<file path="config.mk">
export PLATFORM = sky130hd
export DESIGN_NAME = conv_perf_counter
export DESIGN_NICKNAME = d
export VERILOG_FILES = /design/src/rtl/conv_perf_counter.sv
export SDC_FILE = /design/constraint.sdc
export NUM_CORES = 1
export LEC_CHECK = 0
export CAP_MARGIN = 10
export CORE_UTILIZATION = 63
export CTS_CLUSTER_SIZE = 12
export DETAILED_ROUTE_END_ITERATION = 16
export PLACE_DENSITY = 0.81
export SETUP_SLACK_MARGIN = 0.1
export SYNTH_ARGS = -nofsm -noshare
export SYNTH_HDL_FRONTEND = slang
export SYNTH_SLANG_ARGS = --single-unit
</file>
<file path="constraint.sdc">
create_clock -name ap_clk -period 5.4 [get_ports ap_clk]
set_input_delay 0.54 -clock ap_clk [delete_from_list [all_inputs] [get_ports ap_clk]]
set_output_delay 0.54 -clock ap_clk [all_outputs]
set_load 0.01 [all_outputs]
</file>
<file path="src/rtl/conv_perf_counter.sv">
// conv_perf_counter: performance statistics for the conv2D HLS core.
// Watches the ap_start/ap_done/ap_continue handshake plus loop iteration and
// stall strobes, accumulates saturating statistics and exposes them through
// a one-cycle-latency synchronous read port.
// Optional feature: define PERF_STALL_CNT_EN to build the stall cycle counter;
// without it the stall input is ignored and address 6 reads zero.
module conv_perf_counter #(
   parameter int CNT_W = 32
) (
   input  logic             ap_clk,
   input  logic             ap_rst_n,
   input  logic             ap_start,
   input  logic             ap_ready,
   input  logic             ap_done,
   input  logic             ap_continue,
   input  logic             iter_end,
   input  logic             stall,
   input  logic             clr,
   input  logic             rd_en,
   input  logic [3:0]       rd_addr,
   output logic [CNT_W-1:0] rd_data,
   output logic             rd_valid,
   output logic             busy,
   output logic             ovf
);

   typedef enum logic [1:0] {
      IDLE = 2'd0,
      RUN  = 2'd1,
      WAIT = 2'd2
   } state_t;

   localparam logic [CNT_W-1:0] ONE = {{(CNT_W-1){1'b0}}, 1'b1};

   // Increment that sticks at all-ones.
   function automatic logic [CNT_W-1:0] sat_inc(input logic [CNT_W-1:0] v);
      return (&v) ? v : v + ONE;
   endfunction

   state_t state_reg;
   state_t state_next;

   logic [CNT_W-1:0] lat_cnt;
   logic [CNT_W-1:0] lat_now;
   logic [CNT_W-1:0] invocations;
   logic [CNT_W-1:0] last_lat;
   logic [CNT_W-1:0] min_lat;
   logic [CNT_W-1:0] max_lat;
   logic [CNT_W-1:0] busy_cycles;
   logic [CNT_W-1:0] iterations;
   logic [CNT_W-1:0] stall_cycles;
   logic [CNT_W-1:0] last_interval;
   logic [CNT_W-1:0] int_cnt;
   logic             have_prev;

   logic start_evt;
   logic done_evt;
   logic busy_inc;
   logic iter_inc;
   logic int_inc;
   logic lat_sat;
   logic inv_sat;
   logic busy_sat;
   logic iter_sat;
   logic int_sat;
   logic stall_sat;
   logic any_sat;

   // ap_ready carries no information beyond ap_start/ap_done for statistics.
   logic ready_unused;
   assign ready_unused = ap_ready;

   // State register.
   always_ff @(posedge ap_clk or negedge ap_rst_n) begin
      if (!ap_rst_n) state_reg <= IDLE;
      else           state_reg <= state_next;
   end

   // Next-state logic; a start coincident with done in IDLE is a 1-cycle run.
   always_comb begin
      state_next = state_reg;
      case (state_reg)
         IDLE:    if (ap_start && !ap_done) state_next = RUN;
         RUN:     if (ap_done) state_next = ap_continue ? IDLE : WAIT;
         WAIT:    if (ap_continue) state_next = IDLE;
         default: state_next = IDLE;
      endcase
   end

   assign start_evt = (state_reg == IDLE) && ap_start;
   assign done_evt  = ((state_reg == RUN) && ap_done) || (start_evt && ap_done);
   assign busy_inc  = (state_reg != IDLE) || start_evt;
   assign iter_inc  = iter_end && (state_reg != IDLE);
   assign int_inc   = have_prev && !start_evt;

   // Latency of the current cycle, counting the start cycle as 1.
   assign lat_now   = (state_reg == RUN) ? sat_inc(lat_cnt) : ONE;

   assign lat_sat   = (state_reg == RUN) && (&lat_cnt);
   assign inv_sat   = done_evt && (&invocations);
   assign busy_sat  = busy_inc && (&busy_cycles);
   assign iter_sat  = iter_inc && (&iterations);
   assign int_sat   = int_inc && (&int_cnt);
   assign any_sat   = lat_sat | inv_sat | busy_sat | iter_sat | int_sat | stall_sat;

   assign busy = (state_reg != IDLE);

   // Per-invocation latency timer; left running across clr so an in-flight
   // invocation still reports its true latency.
   always_ff @(posedge ap_clk or negedge ap_rst_n) begin
      if (!ap_rst_n)                              lat_cnt <= '0;
      else if (start_evt || (state_reg == RUN))  lat_cnt <= lat_now;
   end

   // Invocation and latency statistics, captured on completion.
   always_ff @(posedge ap_clk or negedge ap_rst_n) begin
      if (!ap_rst_n) begin
         invocations <= '0;
         last_lat    <= '0;
         min_lat     <= '1;
         max_lat     <= '0;
      end else if (clr) begin
         invocations <= '0;
         last_lat    <= '0;
         min_lat     <= '1;
         max_lat     <= '0;
      end else if (done_evt) begin
         invocations <= sat_inc(invocations);
         last_lat    <= lat_now;
         if (lat_now < min_lat) min_lat <= lat_now;
         if (lat_now > max_lat) max_lat <= lat_now;
      end
   end

   // Busy and iteration accumulators.
   always_ff @(posedge ap_clk or negedge ap_rst_n) begin
      if (!ap_rst_n) begin
         busy_cycles <= '0;
         iterations  <= '0;
      end else if (clr) begin
         busy_cycles <= '0;
         iterations  <= '0;
      end else begin
         if (busy_inc) busy_cycles <= sat_inc(busy_cycles);
         if (iter_inc) iterations  <= sat_inc(iterations);
      end
   end

   // Start-to-start interval timer; idle until the first start after reset/clr.
   always_ff @(posedge ap_clk or negedge ap_rst_n) begin
      if (!ap_rst_n) begin
         have_prev     <= 1'b0;
         int_cnt       <= '0;
         last_interval <= '0;
      end else if (clr) begin
         have_prev     <= 1'b0;
         int_cnt       <= '0;
         last_interval <= '0;
      end else if (start_evt) begin
         if (have_prev) last_interval <= int_cnt;
         have_prev <= 1'b1;
         int_cnt   <= ONE;
      end else if (int_inc) begin
         int_cnt <= sat_inc(int_cnt);
      end
   end

`ifdef PERF_STALL_CNT_EN
   logic stall_inc;
   assign stall_inc = stall && (state_reg == RUN);
   assign stall_sat = stall_inc && (&stall_cycles);

   // Stall cycles while the pipeline is running.
   always_ff @(posedge ap_clk or negedge ap_rst_n) begin
      if (!ap_rst_n)      stall_cycles <= '0;
      else if (clr)       stall_cycles <= '0;
      else if (stall_inc) stall_cycles <= sat_inc(stall_cycles);
   end
`else
   logic stall_unused;
   assign stall_unused = stall;
   assign stall_cycles = '0;
   assign stall_sat    = 1'b0;
`endif

   // Sticky overflow flag.
   always_ff @(posedge ap_clk or negedge ap_rst_n) begin
      if (!ap_rst_n)    ovf <= 1'b0;
      else if (clr)     ovf <= 1'b0;
      else if (any_sat) ovf <= 1'b1;
   end

   // Register map.
   logic [CNT_W-1:0] reg_map [0:15];
   assign reg_map[0] = invocations;
   assign reg_map[1] = last_lat;
   assign reg_map[2] = min_lat;
   assign reg_map[3] = max_lat;
   assign reg_map[4] = busy_cycles;
   assign reg_map[5] = iterations;
   assign reg_map[6] = stall_cycles;
   assign reg_map[7] = last_interval;
   assign reg_map[8] = {{(CNT_W-3){1'b0}}, ovf, state_reg};

   genvar gi;
   generate
      for (gi = 9; gi < 16; gi++) begin : g_unmapped
         assign reg_map[gi] = '0;
      end
   endgenerate

   // Registered read port: returns the state as of the end of the previous cycle.
   always_ff @(posedge ap_clk or negedge ap_rst_n) begin
      if (!ap_rst_n) begin
         rd_valid <= 1'b0;
         rd_data  <= '0;
      end else begin
         rd_valid <= rd_en;
         if (rd_en) rd_data <= reg_map[rd_addr];
      end
   end

endmodule

</file>
==> summary.md <==
| Metric | Value |
|---|---|
| Largest net degree at the start of global routing | `122` |
| Post-CTS Setup Repair Bufs | `0` |
| Core Area | `28700 sq um` |
| Die footprint | `29800 sq um` |
| Mapped cell area | `18400 sq um` |
| Warnings from Yosys | `0` |
| Crit-path max FO | `25` |
| Final nets | `1964` |
| Hold Violations, Final | `0` |
| TritonCTS clock tree | `done` |
| PortBufs | `46` |
| Placed Area | `19200 sq um` |
| Fin util | `0.712` |
| Global-route wire length before repair | `76900 um` |
| CTS root buffer | `clkbuf_16` |
| Top_reg_cell synth | `dfrtp_1` |
| Die H | `173 um` |
| Drt via density | `6.50` |
| Reg2Reg Depth | `16` |
| Worst R2R End | `max_lat[17]` |
| Syn_area_per_cell | `9.86 sq um` |
| Initial antenna violation count | `0` |
| CP required | `5760 ps` |
| Final Power | `5.70 mW` |
| Crit path kind | `register to register` |
| Drt pass-1 iters | `5` |
| Most common cell after layout, fill and taps aside | `dfrtp_1` |
| Post-route minimum period | `4890 ps` |
| Max incr delay on CP | `620 ps` |
| Initial Util | `0.640` |
| Clock slew at reported path FFs | `60 ps` |
| DR vias | `14900` |
| Slew @ Worst Pin | `1210 ps` |
| Most Crowded Layer GR | `met2` |
| Crit path max-delay cell type | `nor4_2` |
| Met1 Usage GRT | `0.433` |
| Crit share post-route | `0.905` |
| WL final | `46800 um` |
| CTS Buf Count | `37` |
| Layout area overhead | `11.4%` |
| Remaining DRCs | `0` |
| ANT cells | `0` |
| Synth unique cells | `68` |
| Top cell type's share of synthesized area | `0.399` |
| IO Pins | `49` |
| GPL Wtd Cong | `0.934` |
| Unrepaired setup endpoints after global routing | `false` |
| CTS Sinks | `325` |
| Hold crit path type | `input port to asynchronous set/reset pin` |
| Total of max-cap violations | `0` |
| Clk_lat worst skew | `530 ps` |
| CP Cell Sequence | `nand4_1 -> nor4_2 -> and2_1 -> buf_4 -> buf_12 -> nor4_1 -> mux2i_1 -> buf_4 -> ha_1 -> nand4_1 -> nor4_1 -> a31oi_1 -> o31ai_4 -> buf_4 -> mux2i_1 -> nor2_1` |
| Share of cells above drive strength 1 | `0.117` |
| Achievable Freq | `0.205 GHz` |
| Area leader, netlist | `dfrtp_1` |
| Asr flop ratio synth | `1.00` |
| Seq/Total Area, Yosys | `0.445` |
| Leak pwr | `9.19 nW` |
| Grt met2 use | `0.525` |
| Number of global-route vias before repair | `14700` |
| Sum of negative setup slack | `0 ps` |
| Worst EP arrival | `5250 ps` |
| RR Startpoint | `lat_cnt[22]` |
| Number of synthesized flops with an enable pin | `0` |
| Mapped Nets | `1944` |
| DP HPWL | `31300 um` |
| DR iter-0 viols | `1425` |
| H-tree depth | `2` |
| Finished Cell Area | `20400 sq um` |
| Most frequent cells in the layout | `293 x dfrtp_1, 190 x nor2_1, 138 x nand2_1` |
| Fin Clk Skew | `16.6 ps` |
| Met3 usage | `0.0389` |
| Hold_buf cts | `0` |
| CP most frequent cell | `buf_4` |
| Synth top area cells | `dfrtp_1 40%, ha_1 4.6%, dfstp_2 4.6%` |
| R2r setup slk | `510 ps` |
| Wirelength per Cell | `20.4 um` |
| Row count | `62` |
| Flops & latches, synth | `325` |
| Post-route ant nets | `0` |
| Peak supply drop | `0.196 mV` |
| Global route overflow | `0` |
| Max Transition Viols Final | `0` |
| Status | `finished clean` |
| Die span in x | `173 um` |
| Clk buf depth | `3` |
| Synth Instances | `1862` |
| Crit end category | `register` |
| # setup viols final | `0` |
| Setup crit start kind | `register` |
| Power Density | `279 nW/um^2` |
| Resized cells post-CTS | `0` |
| Total GRT Usage | `0.317` |
| Slew HR | `0.189` |
layer usage:
| metal | wire length, um | vias to the layer above |
|---|---|---|
| met5 | 0 | - |
| met4 | 1530 | 0 |
| met3 | 2810 | 106 |
| met2 | 22800 | 553 |
| met1 | 19700 | 7477 |
| li1 | - | 6765 |
per-stage QoR:
step / setup WS, ps / hold WS, ps / std cells
6_report: 512 / 99.1 / 2294
5_1_grt: 253 / 203 / 2294
4_1_cts: 584 / 153 / 2294
3_5_place_dp: 609 / 472 / 2227
3_3_place_gp: 747 / 465 / 2227
2_1_floorplan: 1140 / 244 / 1862
cells by family (layout without fill, tap and decap cells):
family,count (synthesis),count (layout),synth area share
compound gates,404,404,0.153
simple gates,617,617,0.165
fa+ha+maj,68,68,0.0463
xor+xnor,105,105,0.0501
mux,127,127,0.0930
flops,325,325,0.445
buf+inv,216,264,0.0476
synthesized netlist by cell type, drive strengths merged, types with 16 or more instances:
cell type,instances
dfrtp,293
nand4,52
xnor2,41
a21oi,130
or4,16
dfstp,32
nand3,66
o31ai,16
mux2i,67
inv,112
a22o,60
xor2,64
ha,68
nor2,191
clkbuf,74
a21o,39
or3,37
o22ai,29
and3,30
o21ai,52
and4,17
nor3,29
buf,30
mux4,32
mux2,28
a311o,31
nand2,138
area by class of cell:
cell class              count  area (sq um)
multi-input cells        1321          9330
fillers                  2053          8260
flip-flops and latches    325          8170
clock buffers              59          1140
repair buffers             85           785
well taps                 384           480
inverters                 112           420
clock inverters             8           119
how the worst max path moves through the flow:
stage / slack [ps] / start / to
global placement: 750 / lat_cnt[22] / max_lat[24]
global route: 250 / lat_cnt[22] / max_lat[31]
CTS: 580 / lat_cnt[22] / max_lat[17]
floorplan: 1140 / lat_cnt[0] / max_lat[11]
finish: 510 / lat_cnt[22] / max_lat[17]
detailed placement: 610 / lat_cnt[22] / max_lat[17]
critical path: cells and delay by family (launching register included):
kind	cells	cell delay (ps)
mux	2	410
compound gates	2	430
flops	1	440
simple gates	7	2170
buf+inv	4	950
fa+ha+maj	1	300
power by group:
group / internal (mW) / switching, mW / total, mW
sequential: 2.50 / 0.0548 / 2.56
combinational: 0.200 / 0.341 / 0.540
clock: 1.59 / 1.01 / 2.60
total: 4.29 / 1.41 / 5.70
Note: power is estimated with default switching activity, not from simulation.
